File: config.mk
export PLATFORM = sky130hd
export DESIGN_NAME = fetch_stage_flat
export DESIGN_NICKNAME = d
export VERILOG_FILES = /design/src/rtl/fetch_stage_pkg.sv /design/src/rtl/fetch_stage_if.sv /design/src/rtl/dff.sv /design/src/rtl/fetch_stage_hold_buf.sv /design/src/rtl/fetch_stage.sv /design/src/flat_wrapper.sv
export SDC_FILE = /design/constraint.sdc
export NUM_CORES = 1
export LEC_CHECK = 0
export ABC_CLOCK_PERIOD_IN_PS = 4610
export CORE_UTILIZATION = 50
export CTS_CLUSTER_DIAMETER = 60
export DETAILED_ROUTE_END_ITERATION = 8
export GPL_ROUTABILITY_DRIVEN = 0
export PLACE_DENSITY = 0.86
export SETUP_SLACK_MARGIN = 0.15
export SYNTH_ARGS = -nofsm -noshare
export SYNTH_HDL_FRONTEND = slang
export SYNTH_SLANG_ARGS = --single-unit
export TNS_END_PERCENT = 30
File: constraint.sdc
create_clock -name clk -period 4.61 [get_ports clk]
set_input_delay 0.922 -clock clk [delete_from_list [all_inputs] [get_ports clk]]
set_output_delay 0.922 -clock clk [all_outputs]
set_load 0.01 [all_outputs]
File: src/rtl/fetch_stage_pkg.sv
// fetch_stage_pkg: shared constants, state encoding and opcode helper for the fetch stage
package fetch_stage_pkg;
  localparam logic [15:0] RESET_PC = 16'h0000;
  localparam logic [15:0] NOP_INSTR = 16'h1800;
  localparam logic [4:0] HALT_OPC = 5'b00000;
  localparam logic [15:0] ALIGN_MASK = 16'h0001;
  typedef enum logic [1:0] {FETCH = 2'd0, WAIT = 2'd1, HELD = 2'd2, HALTED = 2'd3} fetchState_t;
  function automatic logic isHalt(input logic [15:0] instr);
    return instr[15:11] == HALT_OPC;
  endfunction
endpackage

File: src/rtl/fetch_stage_if.sv
// fetch_stage_if: instruction-memory request/response bus
interface fetch_stage_if;
  logic IMemRd;
  logic [15:0] IMemAddr;
  logic IMemDone;
  logic [15:0] IMemData;
  modport master(output IMemRd, IMemAddr, input IMemDone, IMemData);
  modport slave(input IMemRd, IMemAddr, output IMemDone, IMemData);
endinterface

File: src/rtl/dff.sv
// dff: parameterised register with synchronous active-high reset to a fixed value
module dff #(
  parameter int W = 1,
  parameter logic [W-1:0] RST = '0
) (
  input  logic         clk,
  input  logic         rst,
  input  logic [W-1:0] d,
  output logic [W-1:0] q
);
  // state register
  always_ff @(posedge clk) q <= rst ? RST : d;
endmodule

File: src/rtl/fetch_stage_hold_buf.sv
// fetch_hold_buf: parks a delivered {instr, pcinc} pair while decode is stalled
module fetch_hold_buf (
  input  logic        clk,
  input  logic        rst,
  input  logic        load,
  input  logic        clear,
  input  logic [15:0] instrIn,
  input  logic [15:0] pcIncIn,
  output logic [15:0] instrOut,
  output logic [15:0] pcIncOut,
  output logic        valid
);
  // clear wins over load so a redirect never leaves a stale entry behind
  always_ff @(posedge clk) begin
    if (rst || clear) begin
      instrOut <= '0;
      pcIncOut <= '0;
      valid <= 1'b0;
    end else if (load) begin
      instrOut <= instrIn;
      pcIncOut <= pcIncIn;
      valid <= 1'b1;
    end
  end
endmodule

File: src/rtl/fetch_stage.sv
// fetch_stage: owns the PC, talks to a stalling instruction memory and feeds IF/ID
import fetch_stage_pkg::*;
module fetch_stage (
  input  logic                 clk,
  input  logic                 rst,
  fetch_stage_if.master        mem,
  input  logic                 PCWrite,
  input  logic                 Redirect,
  input  logic [15:0]          RedirectPC,
  output logic [15:0]          Instr_Out_ToD,
  output logic [15:0]          PCInc_Out_ToD,
  output logic                 FetchValid,
  output logic                 Halted,
  output logic                 AlignErr
);
  logic [15:0] pc, pcNext, pcInc, holdInstr, holdPcInc;
  logic [1:0] stateQ;
  fetchState_t state, stateNext;
  logic squash, squashNext, alignNext, holdValid, holdLoad, holdClear;
  logic issue, deliver, heldOut;
  dff #(.W(16), .RST(RESET_PC)) pcReg (.clk(clk), .rst(rst), .d(pcNext), .q(pc));
  dff #(.W(2), .RST(2'(FETCH))) stateReg (.clk(clk), .rst(rst), .d(stateNext), .q(stateQ));
  dff #(.W(1), .RST(1'b0)) squashReg (.clk(clk), .rst(rst), .d(squashNext), .q(squash));
  dff #(.W(1), .RST(1'b0)) alignReg (.clk(clk), .rst(rst), .d(alignNext), .q(AlignErr));
  fetch_hold_buf holdBuf (
    .clk(clk), .rst(rst), .load(holdLoad), .clear(holdClear),
    .instrIn(mem.IMemData), .pcIncIn(pcInc),
    .instrOut(holdInstr), .pcIncOut(holdPcInc), .valid(holdValid)
  );
  assign state = fetchState_t'(stateQ);
  assign pcInc = pc + 16'd2;
  assign issue = state == FETCH && (pc & ALIGN_MASK) == 16'd0;
  assign deliver = !rst && !Redirect && mem.IMemDone && (issue || (state == WAIT && !squash));
  assign heldOut = !rst && !Redirect && state == HELD && holdValid;
  assign mem.IMemRd = !rst && !Redirect && issue;
  assign mem.IMemAddr = pc;
  assign FetchValid = deliver || heldOut;
  assign Instr_Out_ToD = deliver ? mem.IMemData : heldOut ? holdInstr : NOP_INSTR;
  assign PCInc_Out_ToD = heldOut ? holdPcInc : pcInc;
  assign Halted = !rst && state == HALTED;
  // next PC/state: redirect first, then delivery, then release of a held word, then idle transitions
  always_comb begin
    pcNext = pc;
    stateNext = state;
    squashNext = squash;
    alignNext = AlignErr;
    holdLoad = 1'b0;
    holdClear = 1'b0;
    if (Redirect) begin
      pcNext = RedirectPC;
      holdClear = 1'b1;
      squashNext = state == WAIT && !mem.IMemDone;
      stateNext = squashNext ? WAIT : FETCH;
    end else if (deliver) begin
      pcNext = PCWrite ? pcInc : pc;
      holdLoad = !PCWrite;
      stateNext = !PCWrite ? HELD : isHalt(mem.IMemData) ? HALTED : FETCH;
    end else if (heldOut && PCWrite) begin
      pcNext = pcInc;
      holdClear = 1'b1;
      stateNext = isHalt(holdInstr) ? HALTED : FETCH;
    end else if (state == FETCH) begin
      stateNext = issue ? WAIT : HALTED;
      alignNext = AlignErr || !issue;
    end else if (state == WAIT && squash && mem.IMemDone) begin
      squashNext = 1'b0;
      stateNext = FETCH;
    end
  end
endmodule

File: src/flat_wrapper.sv
// flat-port wrapper written by rule: the top's interface ports become plain ports
module fetch_stage_flat 
  (clk, rst, PCWrite, Redirect, RedirectPC, Instr_Out_ToD, PCInc_Out_ToD, FetchValid, Halted, AlignErr, mem_IMemRd, mem_IMemAddr, mem_IMemDone, mem_IMemData);
  fetch_stage_if mem_i ();
  input  logic clk;
  input  logic rst;
  input  logic PCWrite;
  input  logic Redirect;
  input  logic [15:0] RedirectPC;
  output logic [15:0] Instr_Out_ToD;
  output logic [15:0] PCInc_Out_ToD;
  output logic FetchValid;
  output logic Halted;
  output logic AlignErr;
  output wire logic [$bits(mem_i.IMemRd)-1:0] mem_IMemRd;
  output wire logic [$bits(mem_i.IMemAddr)-1:0] mem_IMemAddr;
  input wire logic [$bits(mem_i.IMemDone)-1:0] mem_IMemDone;
  input wire logic [$bits(mem_i.IMemData)-1:0] mem_IMemData;
  assign mem_IMemRd = mem_i.IMemRd;
  assign mem_IMemAddr = mem_i.IMemAddr;
  assign mem_i.IMemDone = mem_IMemDone;
  assign mem_i.IMemData = mem_IMemData;
  fetch_stage u_core (.clk(clk), .rst(rst), .mem(mem_i), .PCWrite(PCWrite), .Redirect(Redirect), .RedirectPC(RedirectPC), .Instr_Out_ToD(Instr_Out_ToD), .PCInc_Out_ToD(PCInc_Out_ToD), .FetchValid(FetchValid), .Halted(Halted), .AlignErr(AlignErr));
endmodule
# Word level (Yosys, flattened, before mapping)
# Cells that the tools add are included.
[word_totals]
ff_bits = 53
inputBits = 37
out_inout_bits = 52
elab_cells = 78
[classes]
n_addsub = 1
n_eq_ne = 7
n_mux = 27
n_bitwise = 3
n_reduce_logical = 33
[ops]
columns = ["cell", "count"]
rows = [
  ["two-way mux 16 bit", 7],
  ["two-way mux 2 bit", 9],
  ["adder 16 x 2 -> 16 bit (second input constant)", 1],
  ["zero test 16 bit", 1],
  ["logical AND 1 bit", 13],
  ["two-way mux 1 bit", 11],
  ["zero test 5 bit", 2],
  ["AND reduction 4 bit", 2],
  ["zero test 1 bit", 6],
  ["!= test 2 bit (second input constant)", 3],
  ["nonzero test 5 bit", 1],
  ["equality test 2 bit (second input constant)", 2],
  ["logical OR 1 bit", 4],
  ["!= test 3 bit (second input constant)", 1],
  ["NOT 1 bit", 3],
  ["nonzero test 3 bit", 1],
  ["equality test 2 x 1 -> 1 bit (second input constant)", 1],
  ["zero test 2 bit", 1],
  ["AND reduction 2 bit", 1],
  ["nonzero test 2 bit", 1],
]

# Logic depth before layout (Yosys ltp)
# Gate-level depths: netlist of run 1.
[depth]
depth_word = 9
ltp_mapped = 7
depth_no_buf = 5

# Cells and area by module
# From an unflattened synthesis of run 1, not the netlist that was laid out.
[hier_totals]
hier_cells = 353
hier_area_um2 = 3096.7
[by_module_without_submodules]
columns = ["module", "n_inst", "cells_per_inst", "area_each_um2", "seq_area_each_um2"]
rows = [
  ["fetch_stage", 1, 204, 1297.5, 0.0],
  ["fetch_hold_buf", 1, 108, 1214.9, 660.6],
  ["dff (u_core.pcReg)", 1, 33, 464.2, 320.3],
  ["dff (u_core.alignReg ...)", 2, 2, 33.8, 20.0],
  ["dff (u_core.stateReg)", 1, 4, 52.6, 40.0],
]

# Least setup slack after synthesis of run 1
# OpenSTA, ideal clock, no wires.
[synth_path]
path_type = "input to output"
startpoint = "input port Redirect"
endpoint = "output port Instr_Out_ToD[10]"
arrival_ns = 2.246
required_ns = 3.688
setup_slack_ns = 1.442
stages = 6
path_buffers = 2
cell_sequence = "buf_2 or4b_4 nor2_2 buf_2 nand2_1 nand2_1"
[synth_via]
elab_chain_cells = 6
elab_cells_between_ends = 8
classes_between = "2 x mux; 6 x reduce/logical"
[synth_rtl]
columns = ["element", "line", "source"]
rows = [
  ["start: declaration", "flat_wrapper.sv:8", "input logic Redirect;"],
  ["zero test 1 bit (*)", "fetch_stage.sv:33, fetch_stage.sv:34", ""],
  ["logical AND 1 bit (*)", "fetch_stage.sv:33, fetch_stage.sv:34", ""],
  ["logical AND 1 bit (2 in series)", "fetch_stage.sv:34", "assign heldOut = !rst && !Redirect && state == HELD && holdValid;"],
  ["two-way mux 16 bit", "fetch_stage.sv:38", "assign Instr_Out_ToD = deliver ? mem.IMemData : heldOut ? holdInstr : NOP_INSTR;"],
  ["two-way mux 16 bit (*)", "fetch_stage.sv:38", ""],
  ["end: declaration", "flat_wrapper.sv:10", "output logic [15:0] Instr_Out_ToD;"],
]
# Mark *: on every way between the ends. The rest lies on a longest branch, timed or not.

# Worst setup path in the final report of run 1
[layout_path]
startpoint = "input port mem_IMemDone"
endpoint = "output port Instr_Out_ToD[13]"
[layout_via]
elab_chain_cells = 3
[layout_rtl]
columns = ["element", "line", "source"]
rows = [
  ["start: declaration", "flat_wrapper.sv:17", "input wire logic [$bits(mem_i.IMemDone)-1:0] mem_IMemDone;"],
  ["logical AND 1 bit (2 in series)", "fetch_stage.sv:33", "assign deliver = !rst && !Redirect && mem.IMemDone && (issue || (state == WAIT && !squash));"],
  ["two-way mux 16 bit", "fetch_stage.sv:38", ""],
]
# No other way between the ends.

==> summary.txt, run 1 <==
=====================================================================================
Result of the run ...................................................... finished clean
Total global routing overflow ..........................................            0
Slew of the pin with the lowest slew margin ............................     810.2 ps
Fraction of layout instances using a drive strength above 1 ............       5.081%
DIE HEIGHT .............................................................     75.84 um
Number of instances on the worst hold path .............................            1
Worst Hold End ......................................................... u_core.holdBuf.pcIncOut[14]$_SDFFE_PP0P_
Number of DRC markers in iteration 0 ...................................          184
CP startpoint .......................................................... mem_IMemDone
Number of cells produced by synthesis ..................................          352
Top library cells by usage in the layout, fill and taps aside .......... 88 x clkdlybuf4s50_1, 69 x nand2_1, 53 x dfxtp_1, 45 x nor2_1, 33 x a21oi_1
Worst hold path type ................................................... flop to flop
Leading post-synthesis cells by cell area .............................. dfxtp_1 39%, nand2_1 9.5%, nor2_1 6.2%, a21oi_1 6.1%, xnor2_1 3.9%
Dominant cell type by area after synthesis .............................      dfxtp_1
Horizontal die dimension ...............................................     75.84 um
Count of hold buffers inserted by post-cts repair ......................            0
Netlist Area Pre-Place .................................................    2726 um^2
CTS root buffer ........................................................     clkbuf_8
Setup Skew .............................................................     12.94 ps
Primary flip-flop cell chosen by synthesis mapping .....................      dfxtp_1
Synth Register Bits ....................................................           53
Post-synthesis sequential area ratio ...................................       38.92%
Total clock sinks ......................................................           53
Area fraction of the dominant cell type after synthesis ................       38.92%
Routed wire length per instance ........................................     15.27 um
Area grow syn2layout ...................................................       37.31%
Via count ..............................................................         2874
Max Fanout on Critical Path ............................................           15
EDFF count, synth ......................................................            0
Number of levels in the clock H-tree ...................................            2
Detailed placer's ending HPWL ..........................................     5.471 mm
Number of top-level pins ...............................................           89
Maximum operating frequency ............................................    236.2 MHz
Vias in the first global route .........................................         2579
DRC violations left ....................................................            0
Logic depth of the worst register-to-register path .....................            4
Clock tree from TritonCTS ..............................................        built
Final count of negative-setup-slack endpoints ..........................            0
Remaining antenna violation count ......................................            0
Fraction of synthesis flops using an asynchronous set or reset pin .....           0%
Antenna violations before repair .......................................            0
Latest clock arrival within the worst-skew pair ........................       320 ps
Floorplan Core Area ....................................................    5172 um^2
Number of rows in the core area ........................................           26
Netlist cell types .....................................................           54
Max_slew headroom ......................................................       45.79%
Hold Crit Start ........................................................ u_core.holdBuf.pcIncOut[14]$_SDFFE_PP0P_
TritonCTS Buffers ......................................................            5
Critical path, cell by cell ............................................ clkdlybuf4s50_1 -> or4b_4 -> nor2_2 -> nand2_1 -> nand2_1 -> clkdlybuf4s50_1
Final Slew Violations ..................................................            0
Wire length of the first global-routing pass ...........................     11.96 mm
Core utilization of the finished layout ................................       72.38%
Setup TNS ..............................................................         0 ps
Areal power density over the cells ..................................... 269.7 nW/um^2
CP Capture Type ........................................................ primary output
Worst stage delay on the critical path .................................       540 ps
Most frequent standard cell in the layout excluding fill and tap cells . clkdlybuf4s50_1
Critical path required time ............................................      3690 ps
Final hold violation count .............................................            0
Flop2flop setup slack ..................................................      2260 ps
Largest net degree at the start of global routing ......................           34
Die footprint ..........................................................    5752 um^2
Starting Density .......................................................       52.71%
Reg2Reg Launch Point ................................................... u_core.stateReg.q[0]$_SDFFE_PP0P_
Maximum buffer depth of the clock tree .................................            2
Nets in the synthesized netlist ........................................          390
Count of cells resized by post-cts repair ..............................            0
Via/cell ratio .........................................................        5.714
Initial DRT Pass Iterations ............................................            4
Antenna fix cells ......................................................            0
Cell with the largest stage delay on the worst path ....................       nor2_2
Critical Path Start Type ...............................................    input pin
Buffers inserted during post-CTS setup optimization ....................            0
Lkg Pwr ................................................................     1.373 nW
Clock Pin Slew Worst Setup and Hold Paths ..............................        80 ps
Worst reg2reg endpoint ................................................. u_core.holdBuf.instrOut[15]$_SDFFE_PP0P_
Peak supply drop .......................................................    0.2070 mV
Total detailed-routing wirelength ......................................     7.682 mm
Final min period .......................................................      4234 ps
# port buffers .........................................................           88
Yosys warning total ....................................................            0
Nets ...................................................................          470
MaxCap Viol Count ......................................................            0
Worst EP arrival .......................................................      3310 ps
Per-instance average area after synthesis ..............................   7.745 um^2
GRT Util Overall .......................................................       27.55%
RSZ-0062 raised after global routing ...................................           no
Type of the worst setup path ........................................... input pin to primary output
Crit share post-route ..................................................       91.84%
=====================================================================================
synth_stat cells (2+ instances only):
library cell	number
buf_2	3
nor2_2	2
a311oi_1	2
nand4_1	3
a22o_1	2
and3_1	2
a21oi_1	33
o31ai_1	3
a211oi_1	5
xnor2_1	12
buf_6	4
o21ai_0	5
o221ai_1	9
nor2_1	45
nor4_1	5
nand3_1	8
nor3_1	6
dfxtp_1	53
mux2i_1	4
nor3b_1	3
o211ai_1	2
inv_1	12
o2bb2ai_1	11
or4_1	2
o22a_1	2
nand3b_1	2
nand2_1	69
a31oi_1	3
clkbuf_1	14
or3_1	2
state kept, by name (all words and copies together), names as in the netlist:
signal and count:
u_core.holdBuf.instrOut 16, u_core.holdBuf.pcIncOut 16, u_core.pcReg.q 16, u_core.stateReg.q 2
u_core.alignReg.q 1, u_core.holdBuf.valid 1, u_core.squashReg.q 1
report_power, final:
group,total (mW),switching [mW],internal [mW],leakage [nW]
registers,0.496,0.0229,0.473,0.431
logic,0.186,0.0853,0.101,0.883
clock network,0.328,0.151,0.177,0.0585
total,1.01,0.259,0.751,1.37
final cells by class:
class | count | area [um^2]
clock inverters | 1 | 30.03
inverters | 13 | 48.80
well taps | 70 | 87.58
clock buffers | 7 | 86.33
repair buffers | 95 | 933.4
flip-flops and latches | 53 | 1061
fillers | 423 | 1429
multi-input cells | 264 | 1496
stage by stage:
stage	instances	worst slack [ps]	instance area [um^2]	hold WS, ps	power, mW
4_1_cts	503	382.4	3744	474.2	1.012
3_3_place_gp	495	466.8	3627	445.2	0.6855
2_1_floorplan	352	1442	2726	433.0	0.5894
3_5_place_dp	495	353.7	3627	447.6	0.6897
5_1_grt	503	228.4	3744	497.5	1.055
6_report	503	376.2	3744	470.2	1.010
metal layers:
layer  track usage (%)  part of all wire, %  vias to the layer above  wire length (um)
met3             6.746                  6.6                       14               509
li1                  -                    -                     1401                 -
met5                 0                    0                        -                 0
met4             6.996                  1.6                        0               123
met1             35.15                   43                     1359              3300
met2             46.61                   49                      100              3749
cell families after synthesis:
| group | Yosys count | share of synthesized area [%] |
|---|---|---|
| AOI/OAI and AO/OA | 85 | 21.07 |
| xor gates and xnor gates | 13 | 4.176 |
| adders and majority gates | 1 | 0.4589 |
| buffers and inverters | 35 | 6.195 |
| DFF | 53 | 38.92 |
| muxes | 5 | 1.882 |
| and+or+nand+nor | 160 | 27.31 |
worst max-delay path by stage:
| stage | endpoint | slack (ps) |
|---|---|---|
| 4_1_cts | Instr_Out_ToD[13] | 380 |
| 2_1_floorplan | Instr_Out_ToD[10] | 1440 |
| 5_1_grt | Instr_Out_ToD[7] | 230 |
| 3_3_place_gp | Instr_Out_ToD[13] | 470 |
| 6_report | Instr_Out_ToD[13] | 380 |
| 3_5_place_dp | Instr_Out_ToD[13] | 350 |
worst max-delay path, delay by kind of cell:
kind / cells / cell delay, ps
buffers and inverters: 2 / 1060
and+or+nand+nor: 4 / 1330
Note: power is estimated with default switching activity, not from simulation.
==> run 2: changes to the inputs <==
- ABC_CLOCK_PERIOD_IN_PS: 4610 -> 3900
- CORE_ASPECT_RATIO: not set -> 0.5
- CORE_UTILIZATION: 50 -> 46
- PLACE_DENSITY: 0.86 -> 0.8
- RECOVER_POWER: not set -> 100
- clock period: 4.61 -> 3.9 ns (I/O delays scaled with it)
==> run 2 against run 1 <==
Against the previous run: via count fell by 1.8%; largest cell class unchanged; combinational power increased by 11%; worst setup slack worse by 200 ps; die area rose by 8.8%.
==> summary.txt, run 2 (synthesized netlist as in run 1, its figures left out) <==
=====================================================================================
Floorplan Core Area ....................................................    5587 um^2
Largest net degree at the start of global routing ......................           34
Maximum operating frequency ............................................    268.2 MHz
Number of instances on the worst hold path .............................            1
Total clock sinks ......................................................           53
Final Slew Violations ..................................................            0
Max Fanout on Critical Path ............................................           18
Worst hold path type ................................................... flop to flop
Worst stage delay on the critical path .................................       590 ps
Horizontal die dimension ...............................................     110.9 um
Switching Fraction .....................................................       27.02%
Vias in the first global route .........................................         2681
Detailed placer's ending HPWL ..........................................     5.471 mm
Worst EP arrival .......................................................      2950 ps
Remaining antenna violation count ......................................            0
Antenna violations before repair .......................................            0
# port buffers .........................................................           88
Max_slew headroom ......................................................       23.27%
Combinational Power Share ..............................................        16.7%
Critical Path Start Type ...............................................    input pin
Post-Route M1 WL .......................................................     3.344 mm
Slew of the pin with the lowest slew margin ............................      1142 ps
Instance count on the critical path ....................................            7
Routed wire length per instance ........................................     14.89 um
Starting Density .......................................................       48.80%
GRT Util Overall .......................................................       24.69%
Critical path required time ............................................      3120 ps
Wire length of the first global-routing pass ...........................     12.36 mm
Final hold violation count .............................................            0
Result of the run ...................................................... finished clean
Lkg Pwr ................................................................     1.454 nW
Total detailed-routing wirelength ......................................     7.548 mm
Sum of met2 wire segment lengths after detailed routing ................     3.637 mm
Clock tree from TritonCTS ..............................................        built
Cell with the largest stage delay on the worst path .................... dlygate4sd3_1
Antenna fix cells ......................................................            0
RSZ-0062 raised after global routing ...................................           no
Core utilization of the finished layout ................................       67.23%
Final count of negative-setup-slack endpoints ..........................            0
Number of cells in the finished layout apart from fillers ..............          507
MaxCap Viol Count ......................................................            0
Top library cells by usage in the layout, fill and taps aside .......... 69 x nand2_1, 55 x clkdlybuf4s50_1, 53 x dfxtp_1, 47 x nor2_1
Most frequent standard cell in the layout excluding fill and tap cells .      nand2_1
Count of hold buffers inserted by post-cts repair ......................            0
Count of buffering cells on the critical path with inverters included ..            3
CP Capture Type ........................................................ primary output
DRC violations left ....................................................            0
Clock Power Share ......................................................        36.2%
Maximum buffer depth of the clock tree .................................            2
TritonCTS Buffers ......................................................            5
Nets ...................................................................          471
Number of DRC markers in iteration 0 ...................................          213
Setup TNS ..............................................................         0 ps
Area grow syn2layout ...................................................       37.77%
Top routing layer used .................................................         met4
Type of the worst setup path ........................................... input pin to primary output
Largest registers ...................................................... u_core.holdBuf.instrOut (16), u_core.holdBuf.pcIncOut (16), u_core.pcReg.q (16)
Final min period .......................................................      3728 ps
Cell-internal power ....................................................     906.4 uW
Placed cell count ......................................................          499
Die footprint ..........................................................    6257 um^2
Met3 Wirelength ........................................................       464 um
Fraction of layout instances using a drive strength above 1 ............       4.147%
Initial DRT Pass Iterations ............................................            4
Clock Pin Slew Worst Setup and Hold Paths ..............................        70 ps
Crit share post-route ..................................................       95.60%
Logic depth of the worst register-to-register path .....................            5
Number of rows in the core area ........................................           19
Latest clock arrival within the worst-skew pair ........................       300 ps
DIE HEIGHT .............................................................     56.44 um
Sequential fraction of design power ....................................        47.2%
Areal power density over the cells ..................................... 330.6 nW/um^2
Total global routing overflow ..........................................            0
Number of levels in the clock H-tree ...................................            2
CTS root buffer ........................................................    clkbuf_16
Flop2flop setup slack ..................................................      1010 ps
Switching power ........................................................     335.5 uW
Worst path top cell family by delay .................................... buffers and inverters
Via count ..............................................................         2822
Setup Skew .............................................................     3.730 ps
Number of top-level pins ...............................................           89
Total of fill cells in the finished design .............................          467
Critical path, cell by cell ............................................ dlygate4sd3_1 -> or4b_4 -> nor2_1 -> buf_6 -> nand2_1 -> nand2_1 -> dlygate4sd3_1
Via/cell ratio .........................................................        5.566
Peak supply drop .......................................................    0.2268 mV
=====================================================================================
[run 2: cell types whose count changed in the layout (fill, tap and decap cells not counted), moves of 5 or more]
cell	before	now
clkbuf_16	0	5
clkbuf_8	6	0
clkdlybuf4s50_1	88	55
dlygate4sd3_1	0	33
[run 2: repair_timing]
item / CTS / global route
setup endpoints to repair: 0 / 1
gates resized for setup: 0 / 1
buffers inserted: 0 / 0
[run 2: final cells by class]
cell class | count | area [um^2] | share of cell area [%]
multi-input cells | 264 | 1475 | 39.27
flip-flops and latches | 53 | 1061 | 28.25
repair buffers | 96 | 937.1 | 24.95
clock buffers | 5 | 125.1 | 3.331
well taps | 73 | 91.34 | 2.432
inverters | 13 | 48.80 | 1.299
clock inverters | 3 | 17.52 | 0.4664
[run 2: metal layers]
metal  vias up  global-route usage [%]
met4         0                   9.333
met1      1333                   29.99
li1       1395                       -
met5         -                       0
met3        12                   7.235
met2        82                   41.79
[run 2: path summary, 6_finish.rpt]
check / endpoint / startpoint
worst max-delay path: Instr_Out_ToD[6] / Redirect
worst min-delay path: u_core.holdBuf.pcIncOut[10]$_SDFFE_PP0P_ / u_core.holdBuf.pcIncOut[10]$_SDFFE_PP0P_
worst max register to register: u_core.holdBuf.instrOut[12]$_SDFFE_PP0P_ / u_core.stateReg.q[1]$_SDFFE_PP0P_
worst min register to register: u_core.holdBuf.pcIncOut[10]$_SDFFE_PP0P_ / u_core.holdBuf.pcIncOut[10]$_SDFFE_PP0P_
[run 2: per-stage QoR]
step	hold WS [ps]	cell area [um^2]	setup slack (ps)	total power, mW
2_1_floorplan	433.0	2726	1016	0.6967
3_3_place_gp	446.1	3638	290.2	0.8085
3_5_place_dp	447.1	3638	256.4	0.8137
4_1_cts	467.8	3781	248.6	1.255
5_1_grt	481.2	3756	87.57	1.290
6_report	467.3	3756	171.6	1.242
[run 2: power groups by stage]
stage                     sequential (mW)  combinational (mW)  clock [mW]
final                               0.586               0.207       0.449
after global routing                0.589               0.224       0.477
after CTS                           0.586               0.217       0.452
after detailed placement            0.598               0.216           0
after global placement              0.597               0.212           0
after floorplan                     0.591               0.106           0
